==> config.mk <==
export PLATFORM = sky130hd
export DESIGN_NAME = watch_core_gen
export DESIGN_NICKNAME = d
export VERILOG_FILES = /design/src/rtl/watch_core_gen.sv
export SDC_FILE = /design/constraint.sdc
export NUM_CORES = 1
export LEC_CHECK = 0
export BUFFER_PORTS_ARGS = -buffer_cell sky130_fd_sc_hd__buf_2
export CAP_MARGIN = 15
export CELL_PAD_IN_SITES_DETAIL_PLACEMENT = 1
export CELL_PAD_IN_SITES_GLOBAL_PLACEMENT = 1
export CORE_ASPECT_RATIO = 1.5
export CORE_UTILIZATION = 50
export CTS_CLUSTER_DIAMETER = 100
export DETAILED_ROUTE_END_ITERATION = 10
export PLACE_DENSITY = 0.93
export SLEW_MARGIN = 20
export SYNTH_ARGS = -nofsm -noshare
export SYNTH_HDL_FRONTEND = slang
export SYNTH_SLANG_ARGS = --single-unit
export TNS_END_PERCENT = 30
==> constraint.sdc <==
create_clock -name clk -period 11.1 [get_ports clk]
set_clock_uncertainty 0.1 [all_clocks]
set_input_delay 1.11 -clock clk [delete_from_list [all_inputs] [get_ports clk]]
set_output_delay 1.11 -clock clk [all_outputs]
set_load 0.05 [all_outputs]
==> src/rtl/watch_core_gen.sv <==
// Timekeeping core: 1 Hz prescaler, HH:MM:SS clock, time/alarm setting,
// daily alarm and free-running MM:SS stopwatch, with BCD display output.
module watch_core_gen #(
  parameter int CLK_FRE    = 27_000_000,
  parameter bit HOUR_12    = 1'b0,
  parameter int ALARM_SECS = 30
) (
  input  logic       clk,
  input  logic       rst,
  input  logic       key_mode,
  input  logic       key_inc,
  input  logic       key_dec,
  output logic [3:0] disp_d3,
  output logic [3:0] disp_d2,
  output logic [3:0] disp_d1,
  output logic [3:0] disp_d0,
  output logic [3:0] blink_mask,
  output logic [2:0] mode,
  output logic       second_led,
  output logic       pm,
  output logic       alarm_en,
  output logic       alarm_out
);

  localparam int PW = (CLK_FRE > 1) ? $clog2(CLK_FRE) : 1;
  localparam int AW = $clog2(ALARM_SECS + 1);
  localparam logic [PW-1:0] PRE_TOP  = PW'(CLK_FRE - 1);
  localparam logic [PW-1:0] PRE_HALF = PW'(CLK_FRE / 2);

  typedef enum logic [2:0] {
    NORMAL    = 3'd0,
    SET_MIN   = 3'd1,
    SET_HOUR  = 3'd2,
    SET_AMIN  = 3'd3,
    SET_AHOUR = 3'd4,
    STOPWATCH = 3'd5
  } mode_t;

  mode_t state, state_n;

  logic [PW-1:0] pre, sw_pre;
  logic [6:0] t_sec, t_min, t_hour;
  logic [6:0] al_min, al_hour;
  logic [6:0] sw_sec, sw_min;
  logic [6:0] n_sec, n_min, n_hour;
  logic [AW-1:0] al_cnt;
  logic sw_run;

  function automatic logic [6:0] step(
    input logic [6:0] v,
    input logic [6:0] top,
    input logic       up
  );
    if (up) return (v == top) ? 7'd0 : v + 7'd1;
    return (v == 7'd0) ? top : v - 7'd1;
  endfunction

  // Only the highest-priority pulse of a cycle is acted on
  logic k_mode, k_inc, k_dec, k_any, edit;
  assign k_mode = key_mode;
  assign k_inc  = key_inc & ~key_mode;
  assign k_dec  = key_dec & ~key_mode & ~key_inc;
  assign k_any  = key_mode | key_inc | key_dec;
  assign edit   = k_inc | k_dec;

  logic tick, sw_tick, set_t, fire;
  assign tick    = (pre == PRE_TOP);
  assign sw_tick = sw_run && (sw_pre == PRE_TOP);
  assign set_t   = (state == SET_MIN) || (state == SET_HOUR);

  assign second_led = (pre >= PRE_HALF);

  assign n_sec  = (t_sec == 7'd59) ? 7'd0 : t_sec + 7'd1;
  assign n_min  = (t_sec != 7'd59) ? t_min :
                  (t_min == 7'd59) ? 7'd0 : t_min + 7'd1;
  assign n_hour = (t_sec != 7'd59 || t_min != 7'd59) ? t_hour :
                  (t_hour == 7'd23) ? 7'd0 : t_hour + 7'd1;

  assign fire = tick && !set_t && alarm_en && (t_sec == 7'd59)
             && (n_min == al_min) && (n_hour == al_hour);

  always_ff @(posedge clk) begin
    if (rst) state <= NORMAL;
    else     state <= state_n;
  end

  always_comb begin
    state_n = state;
    unique case (state)
      NORMAL:    if (k_mode) state_n = SET_MIN;
      SET_MIN:   if (k_mode) state_n = SET_HOUR;
      SET_HOUR:  if (k_mode) state_n = SET_AMIN;
      SET_AMIN:  if (k_mode) state_n = SET_AHOUR;
      SET_AHOUR: if (k_mode) state_n = STOPWATCH;
      STOPWATCH: if (k_mode) state_n = NORMAL;
      default:   state_n = NORMAL;
    endcase
  end

  always_ff @(posedge clk) begin
    if (rst) pre <= '0;
    else     pre <= tick ? '0 : pre + 1'b1;
  end

  always_ff @(posedge clk) begin
    if (rst) begin
      t_sec  <= '0;
      t_min  <= '0;
      t_hour <= '0;
    end else if (set_t) begin
      if (edit) begin
        t_sec <= '0;
        if (state == SET_MIN) t_min  <= step(t_min, 7'd59, k_inc);
        else                  t_hour <= step(t_hour, 7'd23, k_inc);
      end
    end else if (tick) begin
      t_sec  <= n_sec;
      t_min  <= n_min;
      t_hour <= n_hour;
    end
  end

  always_ff @(posedge clk) begin
    if (rst) begin
      al_min   <= '0;
      al_hour  <= '0;
      alarm_en <= 1'b0;
      al_cnt   <= '0;
    end else begin
      if (edit && state == SET_AMIN)
        al_min <= step(al_min, 7'd59, k_inc);
      if (edit && state == SET_AHOUR)
        al_hour <= step(al_hour, 7'd23, k_inc);
      if (k_inc && state == NORMAL)
        alarm_en <= ~alarm_en;
      if (k_any)
        al_cnt <= '0;
      else if (fire)
        al_cnt <= AW'(ALARM_SECS);
      else if (tick && al_cnt != '0)
        al_cnt <= al_cnt - 1'b1;
    end
  end

  always_ff @(posedge clk) begin
    if (rst || (k_dec && state == STOPWATCH)) begin
      sw_pre <= '0;
      sw_sec <= '0;
      sw_min <= '0;
      sw_run <= 1'b0;
    end else begin
      if (k_inc && state == STOPWATCH) sw_run <= ~sw_run;
      if (sw_run) sw_pre <= sw_tick ? '0 : sw_pre + 1'b1;
      if (sw_tick) begin
        if (sw_sec == 7'd59) begin
          sw_sec <= '0;
          sw_min <= (sw_min == 7'd99) ? 7'd0 : sw_min + 7'd1;
        end else begin
          sw_sec <= sw_sec + 7'd1;
        end
      end
    end
  end

  logic [6:0] hi, lo, hh;
  logic       hr, pm_n;
  logic [3:0] blink_n;

  always_comb begin
    hi = t_hour;
    lo = t_min;
    hr = 1'b1;
    unique case (state)
      SET_AMIN, SET_AHOUR: begin
        hi = al_hour;
        lo = al_min;
      end
      STOPWATCH: begin
        hi = sw_min;
        lo = sw_sec;
        hr = 1'b0;
      end
      default: ;
    endcase
    hh   = hi;
    pm_n = 1'b0;
    if (HOUR_12 && hr) begin
      pm_n = (hi >= 7'd12);
      if (hi == 7'd0)       hh = 7'd12;
      else if (hi > 7'd12)  hh = hi - 7'd12;
    end
  end

  always_comb begin
    blink_n = 4'b0000;
    unique case (state)
      SET_MIN, SET_AMIN:   blink_n = 4'b0011;
      SET_HOUR, SET_AHOUR: blink_n = 4'b1100;
      default: ;
    endcase
  end

  always_ff @(posedge clk) begin
    if (rst) begin
      disp_d3    <= '0;
      disp_d2    <= '0;
      disp_d1    <= '0;
      disp_d0    <= '0;
      blink_mask <= '0;
      mode       <= '0;
      pm         <= 1'b0;
      alarm_out  <= 1'b0;
    end else begin
      disp_d3    <= 4'(hh / 7'd10);
      disp_d2    <= 4'(hh % 7'd10);
      disp_d1    <= 4'(lo / 7'd10);
      disp_d0    <= 4'(lo % 7'd10);
      blink_mask <= blink_n;
      mode       <= state;
      pm         <= pm_n;
      alarm_out  <= (al_cnt != '0);
    end
  end

endmodule

==> key figures, run 1 <==
Outcome
  – Status: finished, final reports clean

Min path
  – HP Class: register to register
  – Hold depth: 2

Yosys
  – Simple-gate share of the synthesized area: 28.4%
  – Mux cell area share after synthesis: 1.66%
  – Synth async-reset ratio: 0%
  – Syn_area_per_cell: 7.49 um2
  – Syn nets: 1116
  – Mapped cell area: 8140 um2
  – Post-Synth Adder-Cell Area: 3.67%
  – Yosys synthesis warning count: 0
  – Synth Area in XOR/XNOR: 9.36%
  – Post-synthesis compound-gate area fraction: 19.4%
  – Main synth FF type: dfxtp_1
  – Main combinational cell family by area after synthesis: simple AND/OR/NAND/NOR gates
  – Number of synthesized flops with an enable pin: 0
  – Netlist cell types: 81
  – Seq/Total Area, Yosys: 32.2%
  – Mapped Cells: 1088
  – Synth Register Bits: 131

Power
  – Pwr Density: 142 nW/um2
  – Sequential Power Share: 39.2%
  – Maximum VDD drop: 97.2 uV
  – Clock power share: 44.2%
  – Combinational group share of total power: 16.6%
  – Pleak: 3.26 nW
  – Sw power: 0.392 mW
  – Sw Share: 31.0%
  – Pint: 0.873 mW

Floorplanning
  – Row cnt: 56
  – Die Ht: 158 um
  – Num ports: 32
  – Starting density of the core: 51.7%
  – Die width: 106 um
  – Floorplan Core Area: 15800 um2
  – Die area: 16800 um2

Critical path
  – Critical Path RT: 11.28 ns
  – Most frequent CP cell: ha_1
  – Worst path bufs/invs: 2
  – Register-to-Register Path Depth: 23
  – Worst-path fanout max: 22
  – Largest stage delay, worst path: 0.78 ns
  – Worst setup SP type: register
  – Delay-heaviest family, CP: compound AO/OA/AOI/OAI gates
  – Crit path cell chain: buf_4 -> and3b_1 -> a21oi_1 -> o221ai_1 -> nor2_1 -> a21oi_1 -> ha_1 -> a41o_1 -> maj3_2 -> a211oi_1 -> or2_1 -> inv_1 -> ha_1 -> nand3_1 -> nand2_1 -> a21boi_2 -> xnor2_1 -> ha_1 -> o21ai_0 -> nand2_1 -> a31oi_2 -> o21ai_0 -> nor3b_1
  – CP max-delay cell: dfxtp_1
  – Crit path DAT: 6.17 ns
  – CP Depth: 23
  – Kind of critical path: register to register
  – CP Capture Type: register

STA
  – Period utilization: 54.0%
  – Final setup vio count: 0
  – Fin worst setup slack: 5.10 ns
  – Max Slew Vio Count: 0
  – Final Critical Period: 6.00 ns
  – Max Fclk: 167 MHz
  – Slew HR: 30.3%
  – Sum Neg Setup Slack: 0 ns
  – Unrepaired setup endpoints after global routing: no
  – Measured slew at the worst slew-check pin: 1.04 ns
  – Final hold violation count: 0

Clock tree
  – Clock buffer depth: 2
  – Postcts setup bufs: 0
  – CTS Buf Count: 17
  – CTS tree: done
  – Htree depth: 4
  – Clock Sinks: 131
  – Worst-path clk slew: 0.06 ns
  – Post_cts resized: 0
  – Skew-Pair Late Insertion Delay: 0.43 ns
  – CTS root buffer: clkbuf_16
  – CTS Hold Bufs: 0

Layout
  – Non-Filler Instances: 1293
  – Commonest non-fill, non-tap cell in the layout: nor2_1
  – P&R area growth vs syn: 9.19%
  – Number of antenna diodes: 0
  – Layout cells sized above 1: 9.17%
  – Final Util: 56.4%
  – Commonest non-fill, non-tap cells in the layout: nor2_1, dfxtp_1, nand2_1
  – Final nets: 1105

Placement
  – Dpl hpwl: 17300 um
  – Place WS: 5.23 ns
  – Dpl cells: 1261
  – Placer Congestion: 0.889
  – Buffers on Ports: 30

Global route
  – GRT overflow: 0
  – Antenna violations before repair: 0
  – Largest net degree at the start of global routing: 69
  – Vias in the first global route: 8246
  – First-pass GRT wire length: 40200 um
  – Global Route Usage Sum: 30.2%

Route
  – 1st-iter DRT viols: 536
  – Routed WL: 24700 um
  – Via count: 8095
  – First-pass iteration count of the detailed router: 5
  – Vias per cell: 6.26
  – Per-cell routed wire length: 19.1 um
  – DRC: 0
  – Antenna-violating nets left: 0

Run
  – Total of max-cap violations: 0
synth_stat cells (all sizes together), types with 9 or more instances:
cell type    n  area (um2)
nor4        14        93.8
ha          23         288
buf         20         115
a211oi      14         105
a21oi       73         365
o22ai       18         113
dfxtp      131        2620
xnor2       42         368
nor2       160         603
inv         35         131
a221oi      11         115
and2        10        62.6
nand2b       9        56.3
xor2        45         394
nor3        44         225
nand3       43         215
o21ai       63         319
or3         16         100
nand4       19         119
nand2      103         387
mux2i        9        90.1
nor2b       11        68.8
and3        22         138
clkbuf      48         180
routing by layer:
layer / vias up / track usage, % / part of all wire, %
met5: - / 0 / 0
met4: 0 / 20.6 / 5.6
met3: 90 / 5.12 / 3.8
met2: 234 / 56.3 / 53
met1: 3954 / 30.6 / 38
li1: 3817 / - / -
power by group through the flow:
stage / Clock [mW] / Sequential (mW) / Combinational (mW)
4_1_cts: 0.567 / 0.496 / 0.208
3_3_place_gp: 0 / 0.505 / 0.198
5_1_grt: 0.581 / 0.498 / 0.228
3_5_place_dp: 0 / 0.507 / 0.205
2_1_floorplan: 0 / 0.529 / 0.137
6_report: 0.559 / 0.496 / 0.210
sequential cells by signal, indices dropped and copies added (netlist names), 5 cells and up:
register,flops
sw_sec,7
t_hour,7
sw_pre,25
sw_min,7
al_hour,7
al_min,7
t_sec,7
pre,25
al_cnt,5
t_min,7
worst paths after layout:
| kind | start | endpoint | slack, ns |
|---|---|---|---|
| worst max-delay path | state[2] | disp_d0[1] | 5.10 |
| worst min-delay path | sw_pre[15] | sw_pre[15] | 0.39 |
| worst max register to register | state[2] | disp_d0[1] | 5.10 |
| worst min register to register | sw_pre[15] | sw_pre[15] | 0.39 |
worst register-to-register path: cells and delay by family, from the launching register on:
kind	cells	cell delay, ns
adder cells (fa/ha/maj)	4	1.08
flip-flops	1	0.78
XOR/XNOR	1	0.13
buffers and inverters	2	0.44
AO/OA/AOI/OAI	9	2.12
AND/OR/NAND/NOR	7	1.21
kinds of logic (layout without fill, tap and decap cells):
family	count (synthesis)	count (layout)
simple gates	482	482
other cells	1	1
fa+ha+maj	24	24
buf+inv	105	107
compound gates	245	245
mux	13	13
flops	131	131
xor+xnor	87	87
final cells by class:
cell class                 instances  area (um2)
multi-input combinational        852        5090
clock buffer                      20         457
sequential                       131        2620
inverter                          37         139
clock inverter                    12         120
timing repair buffer              38         210
fill                            2008        6870
tap                              203         254
stage by stage:
| stage | power (mW) | hold slack, ns | cell area, um2 |
|---|---|---|---|
| 6_report | 1.27 | 0.389 | 8890 |
| 5_1_grt | 1.31 | 0.426 | 8890 |
| 4_1_cts | 1.27 | 0.391 | 8890 |
| 3_5_place_dp | 0.712 | 0.381 | 8320 |
| 3_3_place_gp | 0.704 | 0.358 | 8320 |
| 2_1_floorplan | 0.666 | 0.341 | 8140 |
(Power assumes the default switching activity.)
==> run 2: changes to the inputs <==
--- a/config.mk
+++ b/config.mk
@@ -10,10 +10,10 @@
 export CELL_PAD_IN_SITES_DETAIL_PLACEMENT = 1
 export CELL_PAD_IN_SITES_GLOBAL_PLACEMENT = 1
 export CORE_ASPECT_RATIO = 1.5
-export CORE_UTILIZATION = 50
+export CORE_UTILIZATION = 47
 export CTS_CLUSTER_DIAMETER = 100
 export DETAILED_ROUTE_END_ITERATION = 10
-export PLACE_DENSITY = 0.93
+export PLACE_DENSITY = 0.88
 export SLEW_MARGIN = 20
 export SYNTH_ARGS = -nofsm -noshare
 export SYNTH_HDL_FRONTEND = slang
==> constraint.sdc (replaced) <==
create_clock -name clk -period 5.7 [get_ports clk]
set_clock_uncertainty 0.1 [all_clocks]
set_input_delay 0.57 -clock clk [delete_from_list [all_inputs] [get_ports clk]]
set_output_delay 0.57 -clock clk [all_outputs]
set_load 0.05 [all_outputs]
==> run 2 against run 1 <==
  * Flip-flop and latch count is the same
  * Register-to-register slack lost 4.7 ns
  * Cell count grew 0.93%
  * Die area grew 6.3%
  * Worst hold slack lost 0.0066 ns
  * Largest cell class unchanged
  * Largest power group unchanged
  * Highest routed layer unchanged
==> key figures, run 2 (synthesis gave the netlist of run 1 again) <==
Outcome
  – Status: finished, final reports clean

Route
  – DRC: 0
  – First-pass iteration count of the detailed router: 5
  – Via count: 7970
  – Routed WL: 24000 um
  – Vias per cell: 6.11
  – 1st-iter DRT viols: 407
  – Antenna-violating nets left: 0
  – Per-cell routed wire length: 18.4 um

Placement
  – Placer Congestion: 0.896
  – Placed cell area: 8360 um2
  – Dpl hpwl: 17000 um
  – Buffers on Ports: 30

Layout
  – Layout cells sized above 1: 9.95%
  – Biggest regs: pre (25), sw_pre (25)
  – Fin area: 8980 um2
  – P&R area growth vs syn: 10.3%
  – Register Area: 2630 um2
  – Number of fill cells: 2126
  – Number of antenna diodes: 0
  – Final nets: 1110
  – Area of the multi-input gates: 5100 um2
  – Commonest non-fill, non-tap cells in the layout: nor2_1, dfxtp_1, nand2_1
  – Commonest non-fill, non-tap cell in the layout: nor2_1

Global route
  – Largest net degree at the start of global routing: 68
  – GRT overflow: 0
  – Vias in the first global route: 8332
  – Antenna violations before repair: 0
  – Global Route Usage Sum: 28.1%
  – First-pass GRT wire length: 39600 um

Clock tree
  – CTS Hold Bufs: 0
  – CTS tree: done
  – Htree depth: 4
  – Clock buffer depth: 2
  – Skew-Pair Late Insertion Delay: 0.43 ns
  – Worst-path clk slew: 0.06 ns
  – CTS root buffer: clkbuf_16
  – CTS Buf Count: 17
  – Clock Sinks: 131

STA
  – Period utilization: 92.2%
  – Max Fclk: 190 MHz
  – Sum Neg Setup Slack: 0 ns
  – Final hold violation count: 0
  – Slew HR: 38.8%
  – Final setup vio count: 0
  – Max Slew Vio Count: 0
  – Measured slew at the worst slew-check pin: 0.918 ns
  – Unrepaired setup endpoints after global routing: no
  – Final Critical Period: 5.26 ns

Critical path
  – Worst-path fanout max: 12
  – R2R Setup Slk: 0.44 ns
  – Worst r2r src: state[0]
  – Critical Path Start: state[0]
  – FF-to-FF End: disp_d0[1]
  – Kind of critical path: register to register
  – Critical Path RT: 5.88 ns
  – Worst setup SP type: register
  – Register-to-Register Path Depth: 24
  – CP Capture Type: register
  – Crit path DAT: 5.44 ns

Min path
  – Hold Crit Start: pre[0]
  – Hold depth: 1
  – Hold Crit Endpoint: pre[0]
  – HP Class: register to register

Floorplanning
  – Die Ht: 163 um
  – Die width: 109 um
  – Row cnt: 58
  – Num ports: 32
  – Starting density of the core: 48.4%
  – Floorplan Core Area: 16800 um2
  – Die area: 17900 um2

Power
  – Maximum VDD drop: 179 uV
  – Pleak: 3.29 nW
  – Pwr Density: 280 nW/um2

Run
  – Total of max-cap violations: 0
==> run 2: repair_timing <==
item / in CTS / in global routing
setup buffers: 0 / 0
resized for setup: 0 / 5
setup endpoints to repair: 0 / 4
endpoints found under the hold margin: 0 / 0
==> run 2: worst max path at each step <==
stage | slack, ns | depth (start not counted) | end
after global routing | 0.03 | 24 | disp_d0[1]
after floorplan | 1.08 | 23 | disp_d0[1]
after detailed placement | 0.33 | 22 | disp_d0[1]
final | 0.44 | 24 | disp_d0[1]
after global placement | 0.59 | 21 | disp_d0[1]
after CTS | 0.15 | 22 | disp_d0[1]
==> run 2: power breakdown <==
part | leakage, nW | switching [mW] | internal [mW] | total (mW)
clock | 0.290 | 0.476 | 0.658 | 1.13
combinational | 1.95 | 0.281 | 0.132 | 0.413
sequential | 1.06 | 0.0245 | 0.940 | 0.964
total | 3.29 | 0.782 | 1.73 | 2.51
==> run 2: worst max-delay path, stage by stage (launching register included) <==
cell      delay, ns
dfxtp_1        0.52
buf_4          0.25
nor3b_1        0.23
o21ai_0        0.17
o221ai_1       0.16
buf_4          0.21
and2_1         0.16
a21oi_1        0.05
ha_1           0.27
a41o_1         0.25
maj3_2         0.33
a211oi_1       0.29
or2_1          0.21
inv_1          0.08
ha_1           0.25
nand3_1        0.09
nand2_1        0.09
a21boi_2       0.30
xnor2_1        0.14
ha_1           0.23
o21ai_0        0.10
nand2_1        0.09
a31oi_2        0.24
o21ai_0        0.14
nor3b_1        0.16
==> run 2: area by class of cell <==
type | count | area share (%)
multi-input combinational | 852 | 56.8
sequential | 131 | 29.2
clock buffer | 17 | 4.74
tap | 210 | 2.93
timing repair buffer | 43 | 2.80
clock inverter | 15 | 1.91
inverter | 37 | 1.55
==> run 2: through the flow <==
step / util, % / hold slack (ns) / instances / setup WS (ns) / power, mW
finish: 53.3 / 0.382 / 1305 / 0.442 / 2.51
global route: 53.3 / 0.405 / 1305 / 0.0255 / 2.61
CTS: 53.2 / 0.390 / 1305 / 0.153 / 2.52
detailed placement: 49.7 / 0.375 / 1273 / 0.332 / 1.39
global placement: 49.7 / 0.357 / 1273 / 0.590 / 1.38
floorplan: - / 0.341 / 1088 / 1.08 / 1.30
==> run 2: routing by layer <==
metal	global-route usage, %	wire, um	share of wire (%)
met5	0	0	0
met3	3.79	792	3.3
met2	52.3	12900	54
met1	29.5	9390	39
met4	15.6	943	3.9
